**src/rtl/lane_serializer.sv**
```systemverilog
// lane_serializer: multi-lane frame serializer, optional even-parity bit per word via LANE_SER_PARITY_EN
module lane_serializer #(
  parameter int DATA_WIDTH = 32,
  parameter int DATA_DEPTH = 4,
  parameter int DIV_WIDTH  = 8,
  parameter int LANES      = 2
) (
  input  logic                             clk,
  input  logic                             rst,
  input  logic                             in_valid,
  output logic                             in_ready,
  input  logic [DATA_DEPTH*DATA_WIDTH-1:0] in_data,
  input  logic [DIV_WIDTH-1:0]             cfg_div,
  input  logic [$clog2(DATA_WIDTH)-1:0]    cfg_width,
  input  logic [$clog2(DATA_DEPTH)-1:0]    cfg_depth,
  input  logic                             cfg_msb_first,
  input  logic                             abort,
  output logic [LANES-1:0]                 ser_out,
  output logic [LANES-1:0]                 ser_en,
  output logic                             busy,
  output logic                             done
);
  localparam int WW = $clog2(DATA_WIDTH);
  localparam int DW = $clog2(DATA_DEPTH);
`ifdef LANE_SER_PARITY_EN
  localparam int BW = WW + 1;
`else
  localparam int BW = WW;
`endif
  typedef enum logic [1:0] {IDLE, SHIFT, DONE} state_t;
  state_t                           st;
  logic [DATA_DEPTH*DATA_WIDTH-1:0] data_r;
  logic [DIV_WIDTH-1:0]             div_r, div_c;
  logic [WW-1:0]                    width_r;
  logic [DW-1:0]                    depth_r, slot_c, last_slot;
  logic                             msb_r;
  logic [BW-1:0]                    bit_c, last_bit;
  logic [WW-1:0]                    bi;
  assign last_slot = DW'(int'(depth_r) / LANES);
`ifdef LANE_SER_PARITY_EN
  logic [DATA_WIDTH-1:0] mask;
  assign last_bit = {1'b0, width_r} + 1'b1;
  assign mask = {DATA_WIDTH{1'b1}} >> ~width_r;
`else
  assign last_bit = width_r;
`endif
  assign in_ready = (st == IDLE) && !rst;
  assign busy = st == SHIFT;
  assign done = st == DONE;
  assign bi = msb_r ? width_r - bit_c[WW-1:0] : bit_c[WW-1:0];
  for (genvar l = 0; l < LANES; l++) begin : g_lane
    logic [31:0]           idx;
    logic [DATA_WIDTH-1:0] w;
    logic                  en, b;
    assign idx = 32'(int'(slot_c) * LANES + l);
    assign en = (st == SHIFT) && (idx <= 32'(depth_r));
    assign w = data_r[int'(idx[DW-1:0]) * DATA_WIDTH +: DATA_WIDTH];
`ifdef LANE_SER_PARITY_EN
    assign b = (bit_c == last_bit) ? ^(w & mask) : w[bi];
`else
    assign b = w[bi];
`endif
    assign ser_en[l] = en;
    assign ser_out[l] = en & b;
  end
  always_ff @(posedge clk) begin
    if (rst) begin
      st <= IDLE;
      div_c <= '0;
      bit_c <= '0;
      slot_c <= '0;
    end else begin
      case (st)
        IDLE: if (in_valid) begin
          st <= SHIFT;
          data_r <= in_data;
          div_r <= cfg_div;
          width_r <= cfg_width;
          depth_r <= cfg_depth;
          msb_r <= cfg_msb_first;
          div_c <= '0;
          bit_c <= '0;
          slot_c <= '0;
        end
        SHIFT: if (abort) st <= IDLE;
        else if (div_c == div_r) begin
          div_c <= '0;
          bit_c <= (bit_c == last_bit) ? '0 : bit_c + 1'b1;
          if (bit_c == last_bit) begin
            slot_c <= (slot_c == last_slot) ? '0 : slot_c + 1'b1;
            if (slot_c == last_slot) st <= DONE;
          end
        end else div_c <= div_c + 1'b1;
        default: st <= IDLE;
      endcase
    end
  end
endmodule

```
**config.mk**
```make
export PLATFORM = sky130hd
export DESIGN_NAME = lane_serializer
export DESIGN_NICKNAME = d
export VERILOG_FILES = /design/src/rtl/lane_serializer.sv
export SDC_FILE = /design/constraint.sdc
export NUM_CORES = 1
export LEC_CHECK = 0
export CELL_PAD_IN_SITES_DETAIL_PLACEMENT = 0
export CELL_PAD_IN_SITES_GLOBAL_PLACEMENT = 1
export CORE_MARGIN = 2
export CORE_UTILIZATION = 30
export CTS_CLUSTER_SIZE = 24
export DETAILED_ROUTE_END_ITERATION = 12
export PLACE_DENSITY = 0.67
export SLEW_MARGIN = 20
export SYNTH_ARGS = -nofsm -noshare
export SYNTH_HDL_FRONTEND = slang
export SYNTH_SLANG_ARGS = --single-unit
```
**constraint.sdc**
```tcl
create_clock -name clk -period 15.5 [get_ports clk]
set_input_delay 2.325 -clock clk [delete_from_list [all_inputs] [get_ports clk]]
set_output_delay 2.325 -clock clk [all_outputs]
set_load 0.005 [all_outputs]
```
Word level (Yosys, flattened, before mapping). Index checks and enable logic that the tools add are counted.

Register bits after elaboration: 161.

$add $sub $neg: 5. Order comparisons: 3. Equal/unequal tests: 12. Shift-type cells: 2. Muxes and demuxes: 26. Bitwise logic cells: 3. Reductions and logical operators: 11.

Operator list (number): 128-bit by 8-bit variable part select with 32-bit output (2); 5-bit 2-to-1 mux (5); 8-bit 2-to-1 mux (3); 2-bit 2-to-1 mux (10); 8-bit one-hot mux with 2 select lines (1); 1-bit binary-select mux with 5-bit select (2); 5-bit one-hot mux with 2 select lines (1); 3-bit by 2-bit inequality test with 1-bit output (second input constant) (3); 8-bit by 1-bit adder with 8-bit output (second input constant) (1); 8-bit equality test (1); 2-bit one-hot mux with 2 select lines (2); 4-bit AND reduction (2); 5-bit by 6-bit < comparator with 1-bit output (second input constant) (1); 3-bit AND reduction (2); 5-bit by 1-bit adder with 5-bit output (second input constant) (1); 5-bit equality test (1); 5-bit AND reduction (1); 5-bit subtractor (1); 3-bit by 1-bit adder with 4-bit output (second input constant) (1); 4-bit by 2-bit less-or-equal comparator with 1-bit output (1); 2-bit by 1-bit inequality test with 1-bit output (second input constant) (2); 2-bit inequality test (second input constant) (2); 3-bit by 2-bit less-or-equal comparator with 1-bit output (1); 1-bit logical AND (3); 10 further kinds (12).

Logic depth before layout (Yosys ltp). Gate-level depths: netlist of run 1.

Word-level depth: 6. Mapped depth: 13.

Least setup slack after synthesis of run 1. OpenSTA, ideal clock, no wires.

Path kind: input to register. Start point: in rst. End point: reg data_r[0], enable pin. Setup time: 824 ps. Arrival: 12354 ps. Data required time: 14676 ps. Slack: 2323 ps. Stages: 2. Path through: clkbuf_1 -> nor3_1.

Longest elaborated chain between the ends: 2.

Ends and longest elaborated chain: from (decl) (line 9) `input logic rst,`; 1-bit inverter (no source line); 3-bit AND reduction (no source line); to (signal assigned) (line 76) `data_r <= in_data;`; to (decl) (line 32) `logic [DATA_DEPTH*DATA_WIDTH-1:0] data_r;`.

Every way passes these cells. A chain may end at the register's enable or synchronous reset.

Final worst setup path of run 1.
Start point: reg bit_c[0]. End point: out ser_out[1].

Longest elaborated chain between the ends: 5.

Ends and longest elaborated chain: from (decl) (line 37) `logic [BW-1:0] bit_c, last_bit;`; from (signal assigned) (line 88) `bit_c <= (bit_c == last_bit) ? '0 : bit_c + 1'b1;`; 5-bit subtractor (line 50) `assign bi = msb_r ? width_r - bit_c[WW-1:0] : bit_c[WW-1:0];`; 5-bit 2-to-1 mux (*) (line 50); 1-bit binary-select mux with 5-bit select (*) (line 61) `assign b = w[bi];`; 1-bit 2-to-1 mux (not written as such) (*) (line 61); 1-bit AND (*) (line 64) `assign ser_out[l] = en & b;`; to (decl) (line 18) `output logic [LANES-1:0] ser_out,`.

Every way passes the cells marked *; elsewhere a longest branch is shown, timed or not. The select of a mux whose other input is x is not followed.

==> results.tsv, run 1 <==
metric	value	unit
status	complete, no violations	
fmax	146	MHz
place_area	8540	um^2
ctsHtreeMaxLevel	4	
coreArea	22000	um^2
drt_pass1_iterations	4	
cts_buffers	17	
synth_fp_nets	574	
rows	54	
overflow	0	
start_kind	register	
final_area	9140	um^2
num_vias	3946	
yosys.cell_types.count	45	
syn_to_final_growth	35.5	%
place_worst_setup_slack	9.09	ns
ff2ff_setup_slack	12.82	ns
p_leak	3.24	nW
hold_end	div_c[7]$_SDFFE_PP0P_	
drv_slew	0	
period_share	0.441	
dp_hpwl	10.4	mm
grt_setup_unrepaired	false	
ys_async_sr_fraction	0	
slew_headroom	0.350	
cts_sinks	161	
fin_worst_skew	0.00647	ns
drc	0	
grt_pass1_vias	4281	
r2r_end	data_r[42]$_DFFE_PP_	
finalSetupViolCount	0	
drive_gt1_frac	0.0900	
io_buffers	154	
power_per_cell_area	114	nW/um^2
cts_tree	yes	
clock_latency	0.42	ns
cap_violations	0	
seq_area_frac_synth	0.692	
viasPerCell	4.54	
holdBufCountCts	0	
drt_wl_total	14.7	mm
crit_path_end_kind	primary output	
holdPathStages	2	
hold_violations	0	
cts_setup_buffers	0	
grt_pass1_wl	22.7	mm
reg2reg_depth	4	
synthFlopType	edfxtp_1	
grtUsageTotal	0.128	
cp_max_fo	61	
final_antenna_net_count	0	
worstSetupPathType	reg -> out	
tightest_slew	0.976	ns
num-nets-final	733	
ios	155	
synth_edf_count	144	
setup-tns-final	0	ns
die-area	23700	um^2
fp.dieH	154	um
finalCriticalPeriod	6.84	ns
yosys_warnings	0	
root_buffer	clkbuf_16	
ir_drop	0.0000648	V
start_util	0.307	
cp.required	13.18	ns
num_antenna_cells	0	
r2r_start	st[0]$_SDFFE_PP0P_	
clockBufferDepth	2	
wire_per_inst	16.9	um
hp-start	div_c[7]$_SDFFE_PP0P_	
drtIter0Drc	237	
antenna_found_initial	0	
place.gp.congestion	0.764	
die_width	154	um
setup_ws	8.66	ns
syn_inst	417	
arrival	4.52	ns
clk_pin_slew_worst_paths	0.07	ns
hold_class	reg -> reg	
synth_area	6740	um^2
synth-seq-cells	161	
cts_resized	0	
hold_slack	0.544	ns
grt_max_degree	80	
syn_area_per_cell	16.2	um^2
-- flip-flops by register name (all words and copies together) (netlist names) --
signal,cells
data_r,128
div_r,8
msb_r,1
st,2
div_c,8
bit_c,5
depth_r,2
slot_c,2
last_bit,5
-- Yosys cell counts (all sizes together) (2+ instances only) --
| cell type | count | area (um^2) |
|---|---|---|
| edfxtp | 144 | 4320 |
| mux2i | 58 | 593 |
| nor2 | 25 | 93.8 |
| dfxtp | 17 | 340 |
| xnor2 | 14 | 123 |
| a21oi | 13 | 68.8 |
| a211oi | 12 | 90.1 |
| buf | 12 | 116 |
| nor2b | 11 | 68.8 |
| inv | 10 | 37.5 |
| mux4 | 10 | 225 |
| nor3 | 9 | 45.0 |
| xor2 | 9 | 78.8 |
| ha | 8 | 100 |
| nand4 | 8 | 50.1 |
| clkbuf | 7 | 26.3 |
| nand2 | 7 | 26.3 |
| nand2b | 7 | 43.8 |
| a221oi | 4 | 35.0 |
| a22o | 4 | 35.0 |
| a211o | 3 | 26.3 |
| nand3 | 3 | 15.0 |
| and2 | 2 | 12.5 |
| mux2 | 2 | 22.5 |
| nor4 | 2 | 12.5 |
| o21ai | 2 | 10.0 |
| or3 | 2 | 12.5 |
-- where the power goes --
part           leakage, nW  switching [mW]  internal, mW  total (mW)
logic                 1.47          0.0495        0.0634       0.113
clock network        0.292           0.184         0.242       0.426
registers             1.48         0.00607         0.493       0.499
-- routing by layer --
| layer | global-route usage | share of wire | routed length [um] |
|---|---|---|---|
| met5 | 0 | 0 | 0 |
| met4 | 0.0387 | 0.0079 | 116 |
| met3 | 0.0361 | 0.039 | 575 |
| met2 | 0.234 | 0.54 | 7970 |
| met1 | 0.145 | 0.41 | 6010 |
-- placed cells by master (no fill, tap or decap), drive strengths merged, types with 3 or more instances in the layout --
| cell type | count |
|---|---|
| mux4 | 10 |
| edfxtp | 144 |
| a221oi | 4 |
| inv | 18 |
| xnor2 | 14 |
| a22o | 4 |
| a211oi | 12 |
| nand2b | 7 |
| ha | 8 |
| clkbuf | 17 |
| nor2 | 25 |
| nand2 | 7 |
| mux2i | 58 |
| nor3 | 9 |
| nand3 | 3 |
| xor2 | 9 |
| dfxtp | 17 |
| a211o | 3 |
| clkinv | 4 |
| buf | 5 |
| a21oi | 13 |
| nor2b | 11 |
| clkdlybuf4s50 | 154 |
| nand4 | 8 |
-- worst max-delay path by stage --
stage | slack, ns | cells past startpoint | end | from
final | 8.66 | 11 | ser_out[1] | bit_c[0]$_SDFFE_PP0P_
after CTS | 8.61 | 11 | ser_out[1] | bit_c[0]$_SDFFE_PP0P_
after detailed placement | 9.09 | 11 | ser_out[1] | bit_c[0]$_SDFFE_PP0P_
after global placement | 9.18 | 11 | ser_out[1] | bit_c[0]$_SDFFE_PP0P_
after global routing | 8.37 | 11 | ser_out[1] | bit_c[0]$_SDFFE_PP0P_
after floorplan | 2.32 | 2 | data_r[0]$_DFFE_PP_ | rst
-- through the flow --
stage | total power, mW | util | std cells
2_1_floorplan | 0.573 | - | 417
3_3_place_gp | 0.622 | 0.389 | 837
3_5_place_dp | 0.624 | 0.389 | 837
4_1_cts | 1.05 | 0.416 | 869
5_1_grt | 1.08 | 0.416 | 869
6_report | 1.04 | 0.416 | 869
-- critical path: stages (launching register included) --
cell,delay [ns]
dfxtp_1,0.43
ha_1,0.20
inv_1,0.06
fa_1,0.48
mux2i_4,0.14
buf_4,0.72
mux4_2,0.60
a22o_1,0.24
a221oi_1,0.30
nor3_1,0.10
a211o_1,0.25
clkdlybuf4s50_1,0.49
-- final cells by class --
| cell class | count | area (um^2) |
|---|---|---|
| Inverter | 10 | 37.5 |
| Timing Repair Buffer | 159 | 1580 |
| Tap cell | 280 | 350 |
| Clock inverter | 15 | 168 |
| Multi-Input combinational cell | 227 | 1910 |
| Clock buffer | 17 | 425 |
| Sequential cell | 161 | 4660 |
| Fill cell | 1951 | 12800 |
-- logic make-up (layout without fill, tap and decap cells) --
kind of cell | count (synthesis) | after routing | synth area share
AO/OA/AOI/OAI | 46 | 46 | 0.0494
XOR/XNOR | 23 | 23 | 0.0299
adder cells (fa/ha/maj) | 9 | 9 | 0.0178
buffers and inverters | 29 | 201 | 0.0267
flip-flops | 161 | 161 | 0.692
multiplexers | 70 | 70 | 0.125
AND/OR/NAND/NOR | 79 | 79 | 0.0598
Note: power is estimated with default switching activity, not from simulation.
==> run 2, diff against run 1 <==
--- a/config.mk
+++ b/config.mk
@@ -11,7 +11,7 @@
 export CORE_UTILIZATION = 30
 export CTS_CLUSTER_SIZE = 24
 export DETAILED_ROUTE_END_ITERATION = 12
-export PLACE_DENSITY = 0.67
+export PLACE_DENSITY = 0.69
 export SLEW_MARGIN = 20
 export SYNTH_ARGS = -nofsm -noshare
 export SYNTH_HDL_FRONTEND = slang
==> constraint.sdc (replaced) <==
create_clock -name clk -period 6.19 [get_ports clk]
set_input_delay 0.9285 -clock clk [delete_from_list [all_inputs] [get_ports clk]]
set_output_delay 0.9285 -clock clk [all_outputs]
set_load 0.005 [all_outputs]
==> run 2 against run 1 <==
Combinational power rose to 2.5 times the previous value. Worst hold slack worse by 0.0094 ns. First-iteration DRC count up 4.2%. Largest cell class unchanged. Critical endpoint unchanged.
==> results.tsv, run 2 (synthesis gave the netlist of run 1 again) <==
metric	value	unit
num_antenna_cells	0	
arrival	4.35	ns
clock_latency	0.43	ns
setup-tns-final	0	ns
dp_cells	838	
drt_pass1_iterations	4	
cts_sinks	161	
fin_worst_skew	0.0153	ns
grtUsageTotal	0.129	
p_total	2.60	mW
ios	155	
grt_pass1_wl	22.9	mm
cap_violations	0	
io_buffers	154	
ctsHtreeMaxLevel	4	
grt_pass1_vias	4264	
hold_violations	0	
cp_max_fo	27	
cts_resized	0	
root_buffer	clkbuf_16	
rows	54	
largest-register	data_r	
worstSetupPathType	reg -> out	
final_antenna_net_count	0	
largest_registers	data_r (128), div_c (8), div_r (8)	
syn_to_final_growth	35.9	%
grt_max_degree	145	
fmax	189	MHz
wire_per_inst	17.1	um
utilization	0.417	
slew_headroom	0.319	
overflow	0	
finalSetupViolCount	0	
final_common_cell	clkdlybuf4s50_1	
cts_buffers	17	
die-area	23700	um^2
ir_drop	0.000114	V
cts_setup_buffers	0	
p_leak	3.24	nW
period_share	0.853	
antenna_found_initial	0	
drive_gt1_frac	0.0864	
num_vias	4024	
viasPerCell	4.63	
die_width	154	um
layout_common_cells	clkdlybuf4s50_1 (154), edfxtp_1 (144), mux2i_1 (57)	
finalCriticalPeriod	5.28	ns
drt_wl_total	14.9	mm
drtIter0Drc	247	
status	complete, no violations	
start_kind	register	
power_per_cell_area	283	nW/um^2
finalNonFillerCells	870	
grt_setup_unrepaired	false	
cts_tree	yes	
fp.dieH	154	um
coreArea	22000	um^2
clockBufferDepth	2	
drv_slew	0	
hold_slack	0.535	ns
holdBufCountCts	0	
drc	0	
start_util	0.307	
tightest_slew	1.02	ns
cp.required	5.26	ns
crit_path_end_kind	primary output	
clk_pin_slew_worst_paths	0.06	ns
largest_reg_flops	128	
dp_hpwl	10.8	mm
place.gp.congestion	0.776	
num-nets-final	734	
hold_class	reg -> reg	
==> run 2: metal layers <==
layer  vias up  GRT usage  part of all wire
met5         -          0                 0
li1       1927          -                 -
met1      1983      0.158              0.43
met3        15     0.0318             0.043
met4         0     0.0374             0.010
met2        99      0.227              0.51
==> run 2: worst paths after layout <==
check | from | end | slack [ns] | depth (start not counted)
max reg2reg | st[0]$_SDFFE_PP0P_ | slot_c[0]$_SDFFE_PP0P_ | 3.92 | 6
min | slot_c[1]$_SDFFE_PP0P_ | slot_c[1]$_SDFFE_PP0P_ | 0.53 | 2
max | bit_c[0]$_SDFFE_PP0P_ | ser_out[1] | 0.91 | 12
min reg2reg | slot_c[1]$_SDFFE_PP0P_ | slot_c[1]$_SDFFE_PP0P_ | 0.53 | 2
==> run 2: final cells by class <==
cell class	count	area, um^2
Clock buffer	21	440
Clock inverter	11	154
Sequential cell	161	4660
Fill cell	2044	12800
Timing Repair Buffer	160	1600
Inverter	10	37.5
Tap cell	280	350
Multi-Input combinational cell	227	1920
==> run 2: critical path, stage by stage (launching register included) <==
cell,delay [ns]
dfxtp_1,0.42
ha_1,0.20
inv_1,0.05
fa_1,0.47
mux2i_4,0.54
buf_4,0.48
mux2i_1,0.24
mux2i_1,0.09
a22o_1,0.24
a221oi_1,0.27
nor4b_1,0.09
a211o_1,0.37
clkdlybuf4s50_1,0.47
==> run 2: report_power, final <==
| part | switching [mW] | internal [mW] | leakage [nW] |
|---|---|---|---|
| Sequential | 0.0155 | 1.24 | 1.48 |
| Clock | 0.422 | 0.638 | 0.282 |
| Combinational | 0.125 | 0.161 | 1.48 |
==> run 2: metrics by stage <==
stage                     worst slack [ns]  instance area (um^2)
final                                0.907                  9160
after global placement                1.41                  8570
after global routing                 0.689                  9160
after CTS                            0.882                  9160
after floorplan                       1.14                  6750
after detailed placement              1.34                  8570
